==> src/rtl/fifo_pkg.sv <==
// Shared constants and helpers for the synchronous FIFO slice.
package fifo_pkg;

  localparam int unsigned FIFO_WIDTH_DEF = 8;
  localparam int unsigned FIFO_DEPTH_DEF = 8;

  // Accepted-operation decode used for the occupancy update.
  typedef enum logic [1:0] {
    OP_NONE = 2'b00,
    OP_POP  = 2'b01,
    OP_PUSH = 2'b10,
    OP_BOTH = 2'b11
  } fifo_op_e;

  function automatic int unsigned ptr_w(input int unsigned depth);
    return $clog2(depth);
  endfunction

endpackage

==> src/rtl/fifo_ptr.sv <==
// Wrapping FIFO pointer; DEPTH is a power of two so the natural binary
// rollover gives the DEPTH-1 -> 0 wrap with no gap.
module fifo_ptr
  import fifo_pkg::*;
#(
  parameter int unsigned DEPTH = FIFO_DEPTH_DEF
) (
  input  logic                    clk,
  input  logic                    rst_n,
  input  logic                    inc,
  output logic [ptr_w(DEPTH)-1:0] ptr
);

  always_ff @(posedge clk or negedge rst_n) begin
    if (!rst_n) begin
      ptr <= '0;
    end else if (inc) begin
      ptr <= ptr + 1'b1;
    end
  end

endmodule

==> src/rtl/sync_fifo.sv <==
// Single-clock FIFO with registered read data, occupancy count and
// one-cycle overflow/underflow pulses for rejected requests.
module sync_fifo
  import fifo_pkg::*;
#(
  parameter int unsigned WIDTH = FIFO_WIDTH_DEF,
  parameter int unsigned DEPTH = FIFO_DEPTH_DEF
) (
  input  logic                      clk,
  input  logic                      rst_n,
  input  logic                      push,
  input  logic [WIDTH-1:0]          wdata,
  input  logic                      pop,
  output logic [WIDTH-1:0]          rdata,
  output logic                      rvalid,
  output logic                      full,
  output logic                      empty,
  output logic [ptr_w(DEPTH):0]     count,
  output logic                      overflow,
  output logic                      underflow
);

  localparam int unsigned PW = ptr_w(DEPTH);
  localparam int unsigned CW = PW + 1;
  localparam logic [CW-1:0] FULL_CNT = CW'(DEPTH);

  logic [WIDTH-1:0] mem [DEPTH];
  logic [PW-1:0]    wr_ptr;
  logic [PW-1:0]    rd_ptr;
  logic             push_ok;
  logic             pop_ok;
  fifo_op_e         op;

  // full/empty come from the registered count, so they lag the operation.
  assign full    = (count == FULL_CNT);
  assign empty   = (count == '0);
  assign push_ok = push & ~full;
  assign pop_ok  = pop & ~empty;
  assign op      = fifo_op_e'({push_ok, pop_ok});

  fifo_ptr #(.DEPTH(DEPTH)) u_wr_ptr (
    .clk   (clk),
    .rst_n (rst_n),
    .inc   (push_ok),
    .ptr   (wr_ptr)
  );

  fifo_ptr #(.DEPTH(DEPTH)) u_rd_ptr (
    .clk   (clk),
    .rst_n (rst_n),
    .inc   (pop_ok),
    .ptr   (rd_ptr)
  );

  // Storage is deliberately not reset; contents are discarded via the pointers.
  always_ff @(posedge clk) begin
    if (push_ok) begin
      mem[wr_ptr] <= wdata;
    end
  end

  always_ff @(posedge clk or negedge rst_n) begin
    if (!rst_n) begin
      rdata     <= '0;
      rvalid    <= 1'b0;
      overflow  <= 1'b0;
      underflow <= 1'b0;
    end else begin
      rvalid    <= pop_ok;
      overflow  <= push & full;
      underflow <= pop & empty;
      if (pop_ok) begin
        rdata <= mem[rd_ptr];
      end
    end
  end

  always_ff @(posedge clk or negedge rst_n) begin
    if (!rst_n) begin
      count <= '0;
    end else begin
      case (op)
        OP_PUSH: count <= count + 1'b1;
        OP_POP:  count <= count - 1'b1;
        default: count <= count;
      endcase
    end
  end

  a_no_ovf_unless_full : assert property (@(posedge clk) disable iff (!rst_n)
    overflow |-> ($past(count) == FULL_CNT));
  a_no_udf_unless_empty : assert property (@(posedge clk) disable iff (!rst_n)
    underflow |-> ($past(count) == '0));
  a_full_empty_excl : assert property (@(posedge clk) disable iff (!rst_n)
    !(full && empty));
  a_ovf_udf_excl : assert property (@(posedge clk) disable iff (!rst_n)
    !(overflow && underflow));
  a_count_bound : assert property (@(posedge clk) disable iff (!rst_n)
    count <= FULL_CNT);

endmodule

==> config.mk <==
export PLATFORM = sky130hd
export DESIGN_NAME = sync_fifo
export DESIGN_NICKNAME = d
export VERILOG_FILES = /design/src/rtl/fifo_pkg.sv /design/src/rtl/fifo_ptr.sv /design/src/rtl/sync_fifo.sv
export SDC_FILE = /design/constraint.sdc
export NUM_CORES = 1
export LEC_CHECK = 0
export ABC_AREA = 1
export BUFFER_PORTS_ARGS = -buffer_cell sky130_fd_sc_hd__clkbuf_2
export CAP_MARGIN = 15
export CORE_MARGIN = 10
export CORE_UTILIZATION = 45
export DETAILED_ROUTE_END_ITERATION = 8
export HOLD_SLACK_MARGIN = 0.1
export PLACE_DENSITY_LB_ADDON = 0.1
export SYNTH_ARGS = -nofsm -noshare
export SYNTH_HDL_FRONTEND = slang
export SYNTH_SLANG_ARGS = --single-unit
export TNS_END_PERCENT = 30
==> constraint.sdc <==
create_clock -name clk -period 3.5 [get_ports clk]
set_input_delay 0.35 -clock clk [delete_from_list [all_inputs] [get_ports clk]]
set_output_delay 0.35 -clock clk [all_outputs]
set_load 0.01 [all_outputs]
[Word-level counts from Yosys, hierarchy flattened]
Memories as Yosys holds them, arrays and structs flattened. A register that Yosys moved wholly into a read port is not among the register bits.
Index checks and enable logic that the tools add are counted.
Word-level totals
  flip-flop bits (word level): 13
  bits in writable memories: 64
  input port bits: 12
  output and inout port bits: 17
  logic and storage cells: 26
  memories: 1
Cells by class
  $add $sub $neg: 4
  eq/ne operators: 3
  multiplexer cells: 3
  bitwise gates (word level): 6
  reduce and logical (&&, ||, !) cells: 3
Memories
  mem: depth 8, width 8, read ports 1, clocked after memory_dff 1, write ports 1, line sync_fifo.sv:27  | logic [WIDTH-1:0] mem [DEPTH];
Operators by type and width (count)
  4-bit one-hot mux with 2 select lines: 1
  3-bit by 1-bit adder with 3-bit output (second input constant): 2
  4-bit by 1-bit adder with 4-bit output (second input constant): 1
  1-bit AND: 4
  4-bit equality test (second input constant): 1
  4-bit logical NOT: 1
  4-bit by 1-bit subtractor with 4-bit output (second input constant): 1
  2-bit by 1-bit equality test with 1-bit output (second input constant): 1
  2-bit equality test (second input constant): 1
  1-bit 2-to-1 mux: 2
  1-bit inverter: 2
  2-bit nonzero test: 1
  1-bit logical NOT: 1

[Longest topological paths before layout]
  depth in word-level cells: 5
  depth in mapped cells: 14
  mapped depth without buffers: 13

[Hierarchy]
Synthesis repeated with hierarchy kept, for this count alone.
Unflattened totals
  cells, all modules: 319
  area, all modules: 3597.2 sq um
Modules (own cells, without submodules)
  sync_fifo: instances 1, cells each 291, area an instance 3331.9 sq um, seq. area each 2297.2 sq um
  fifo_ptr: instances 2, cells each 14, area an instance 132.6 sq um, seq. area each 75.1 sq um

[Least setup slack after synthesis]
No wires, ideal clock.
  path type: register -> register
  from: reg count[1]
  to: reg count[2]
  library setup time: 0.129 ns
  arrival time: 1.847 ns
  required time: 3.371 ns
  setup slack: 1.524 ns
  stages on the path, launching flop included: 13
  path buffers: 1
  clock period less this slack: 1.976 ns
  path through: dfrtp_1 > nor2_2 > nand3_2 > inv_4 > nor2_8 > buf_8 > ha_1 > nor2_1 > nor2_1 > ha_1 > a21oi_1 > xor2_1 > o21ai_0
Between the ends
  longest elaborated chain between the ends: 5
  elaborated cells on any way between the ends: 12
  classes of those cells: add/sub: 2; eq/ne: 3; mux: 1; bitwise: 4; reduce/logical: 2
Ends and longest elaborated chain
  start: declaration: line sync_fifo.sv:18  | output logic [ptr_w(DEPTH):0] count,
  start signal: assignment: line sync_fifo.sv:83  | OP_PUSH: count <= count + 1'b1;
  start signal: assignment: line sync_fifo.sv:84  | OP_POP: count <= count - 1'b1;
  start signal: assignment: line sync_fifo.sv:85  | default: count <= count;
  4-bit logical NOT *: line sync_fifo.sv:36  | assign empty = (count == '0);
  via empty: line sync_fifo.sv:17  | output logic empty,
  1-bit inverter *: line sync_fifo.sv:38  | assign pop_ok = pop & ~empty;
  1-bit AND *: line sync_fifo.sv:38
  via pop_ok: line sync_fifo.sv:31  | logic pop_ok;
  2-bit by 1-bit equality test with 1-bit output or 2-bit equality test (tied branches): line sync_fifo.sv:82  | case (op)
  4-bit one-hot mux with 2 select lines or 2-bit nonzero test (tied branches)
The timed path passes the listed nets; every way through them passes the cells marked *.
A chain may end at the register's enable or synchronous reset.

[Worst setup path after layout]
  from: reg count[1]
  to: reg count[2]
Between the ends
  longest elaborated chain between the ends: 5
  elaborated cells on any way between the ends: 12
  classes of those cells: add/sub: 2; eq/ne: 3; mux: 1; bitwise: 4; reduce/logical: 2
Ends and longest elaborated chain (line)
  4-bit equality test or 4-bit logical NOT (tied branches): sync_fifo.sv:35, sync_fifo.sv:36
  1-bit inverter (on tied branches): sync_fifo.sv:37, sync_fifo.sv:38
  1-bit AND (on tied branches): sync_fifo.sv:37, sync_fifo.sv:38
  2-bit by 1-bit equality test with 1-bit output or 2-bit equality test (tied branches): sync_fifo.sv:82
  4-bit one-hot mux with 2 select lines or 2-bit nonzero test (tied branches)
Parallel ways exist; a longest one is shown, timed or not.

==> metrics.yaml <==
yosys:
  ys_ff_latch: 85
  synth_top_cell_area_share: 0.539
  synth_edf_count: 64
  post_synth_fa_ha_maj_area_fraction: 0.0175
  synth-simple-area-share: 0.176
  synth_nets: 327
  syn-cell-area_um2: 3570
  synth_top_family_by_area: "simple AND/OR/NAND/NOR gates"
  synth.area.top_cells: "edfxtp_1 (54%), dfrtp_1 (15%), nor2_1 (8.0%), o21ai_0 (4.8%), nand2_1 (4.1%)"
  ys.flop_type: "edfxtp_1"
  syn_inst: 310
  synth-xor-area-share: 0.0147
  yosysMostFrequentCell: "nor2_1"
  muxShareOfSynthArea: 0
  synth_commonest_cells: "nor2_1 (76), edfxtp_1 (64), nand2_1 (39)"
  avgSynthCellArea_um2: 11.5
  yosysSeqAreaShare: 0.686
  synth_area_leader_cell: "edfxtp_1"
  synth_cell_type_count: 25
  synth-compound-area-share: 0.0529
  async_reset_ff_frac: 0.247
  yosys_warnings: 0
setup_path:
  r2r_end: "count[2]$_DFFE_PN0P_"
  rr_startpoint: "count[1]$_DFFE_PN0P_"
  crit_arrival_ns: 2.25
  rr_worst_depth: 12
  path_max_fanout: 16
  crit_path_end: "count[2]$_DFFE_PN0P_"
  startpoint_type: "register"
  critPathCaptureType: "register"
  r2r_setup_slack_ns: 1.45
  critPathKind: "reg -> reg"
  critPathLaunch: "count[1]$_DFFE_PN0P_"
  required_ns: 3.70
sta:
  final.setup.tns_ns: 0
  finClkSkew_ns: 0.0120
  fmax_mhz: 488
  finalSetupViolCount: 0
  worstMarginPinSlew_ns: 0.756
  max_slew_margin: 0.494
  min_period_ns: 2.05
  report.final.slew_viol_count: 0
  finalHoldViolations: 0
  min_period_over_period: 0.585
  rsz0062_at_grt: "no"
final_layout:
  nets: 356
  drive_above_1_share: 0.166
  diodes: 0
  finalNonFillerCells: 446
  syn2layout_area_growth_pct: 9.50
clock_tree:
  cts_made_buffers: 9
  post_cts_buffers: 0
  hold_buffers: 1
  cts-resized-gates: 0
  htreeDepth: 3
  clk_pin_slew_worst_paths_ns: 0.08
  clock_path_buffers: 2
  cts_tree: "yes"
  cts-root-buf: "clkbuf_8"
  clock_sinks: 85
  clock_latency_ns: 0.34
hold_path:
  hp-class: "in -> reg"
pwr:
  power.leakage_nw: 1.55
  power.density_nw_per_um2: 812
  p_comb_frac: 0.337
  clockPowerShare: 0.190
  power_switching_mw: 1.22
  ir_drop_mv: 0.302
  p_int_mw: 1.95
  power_mw: 3.17
  swShare: 0.385
  p_seq_frac: 0.472
placement:
  hpwl_mm: 4.64
  io_buffers: 28
  dp.cells: 429
  place.gp.congestion: 0.773
floorplanning:
  die_w_um: 109
  core-area_um2: 7730
  start_util: 0.462
  die-area_um2: 11900
  ios: 29
  std_cell_rows: 32
  chipHeight_um: 109
grt:
  gr-total-overflow: 0
  antenna_found_initial: 0
  grt_pass1_vias: 2023
  grtUsageTotal: 0.119
  grt_first_pass_wirelength_mm: 10.7
  grt_max_degree: 33
drt:
  drt_iter0_markers: 134
  drc_errors: 0
  wire_per_inst_um: 15.3
  first_pass_iters: 4
  vias: 2175
  drtAntennaViolNets: 0
  via_per_inst: 4.88
  routed_wl_mm: 6.81
outcome:
  status: "complete, no violations"
run:
  max-cap-violations: 0
per-stage QoR:
step | util | hold slack, ns | instance area (µm²) | setup slack (ns)
2_1_floorplan | - | 0.0544 | 3570 | 1.52
3_3_place_gp | 0.482 | 0.349 | 3720 | 1.55
3_5_place_dp | 0.482 | 0.352 | 3720 | 1.45
4_1_cts | 0.506 | 0.221 | 3910 | 1.43
5_1_grt | 0.506 | 0.261 | 3910 | 1.25
6_report | 0.506 | 0.237 | 3910 | 1.45
kinds of logic after synthesis:
kind of cell / after synthesis
DFF: 85
adders and majority gates: 5
buffers and inverters: 29
and+or+nand+nor: 148
AOI/OAI and AO/OA: 37
xor gates and xnor gates: 6
sequential cells by signal, indices dropped and copies added (netlist names):
register,cells
underflow,1
count,4
u_rd_ptr.ptr,3
u_wr_ptr.ptr,3
mem,64
rdata,8
overflow,1
rvalid,1
critical path, cell delays in order (launching register included):
cell     delay [ns]
dfrtp_1        0.45
nor2_2         0.09
nand3_2        0.09
inv_4          0.05
nor2_8         0.23
ha_1           0.26
nand2_1        0.07
inv_1          0.07
nor2_1         0.05
ha_1           0.17
a21oi_1        0.14
xor2_1         0.15
o21ai_0        0.10
layout make-up:
| class | count | area, µm² |
|---|---|---|
| clock buffer | 10 | 128 |
| clock inverter | 6 | 46.3 |
| fill | 680 | 3820 |
| inverter | 17 | 68.8 |
| multi-input combinational | 196 | 932 |
| sequential | 85 | 2450 |
| tap | 102 | 128 |
| timing repair buffer | 30 | 158 |
power groups by stage:
stage / Combinational, mW / Clock (mW) / Sequential (mW)
2_1_floorplan: 0.877 / 0 / 1.47
3_3_place_gp: 1.07 / 0 / 1.52
3_5_place_dp: 1.08 / 0 / 1.52
4_1_cts: 1.09 / 0.626 / 1.50
5_1_grt: 1.22 / 0.673 / 1.53
6_report: 1.07 / 0.604 / 1.50
cells in the final DEF (no fill, tap or decap), drive strengths merged:
master and instances:
nor2 78, edfxtp 64, nand2 40, clkbuf 38, o21ai 36, nand3 29
dfrtp 21, inv 18, ha 5, xor2 4, clkinv 3, xnor2 2
clkinvlp 2, or2 1, a21oi 1, dlygate4sd3 1, buf 1
worst min-delay path by stage:
stage	start	to	slack [ns]	depth (start not counted)
final	push	overflow$_DFF_PN0_	0.24	3
after CTS	push	overflow$_DFF_PN0_	0.22	3
after global placement	rst_n	count[2]$_DFFE_PN0P_	0.35	1
after detailed placement	rst_n	count[3]$_DFFE_PN0P_	0.35	1
after floorplan	rst_n	count[0]$_DFFE_PN0P_	0.05	0
after global routing	push	overflow$_DFF_PN0_	0.26	3
layer usage:
layer | part of all wire | track usage | vias to the layer above
li1 | - | - | 1108
met1 | 0.50 | 0.174 | 1010
met2 | 0.43 | 0.169 | 55
met3 | 0.062 | 0.0254 | 2
met4 | 0.0046 | 0.0433 | 0
met5 | 0 | 0 | -
(Power assumes the default switching activity.)
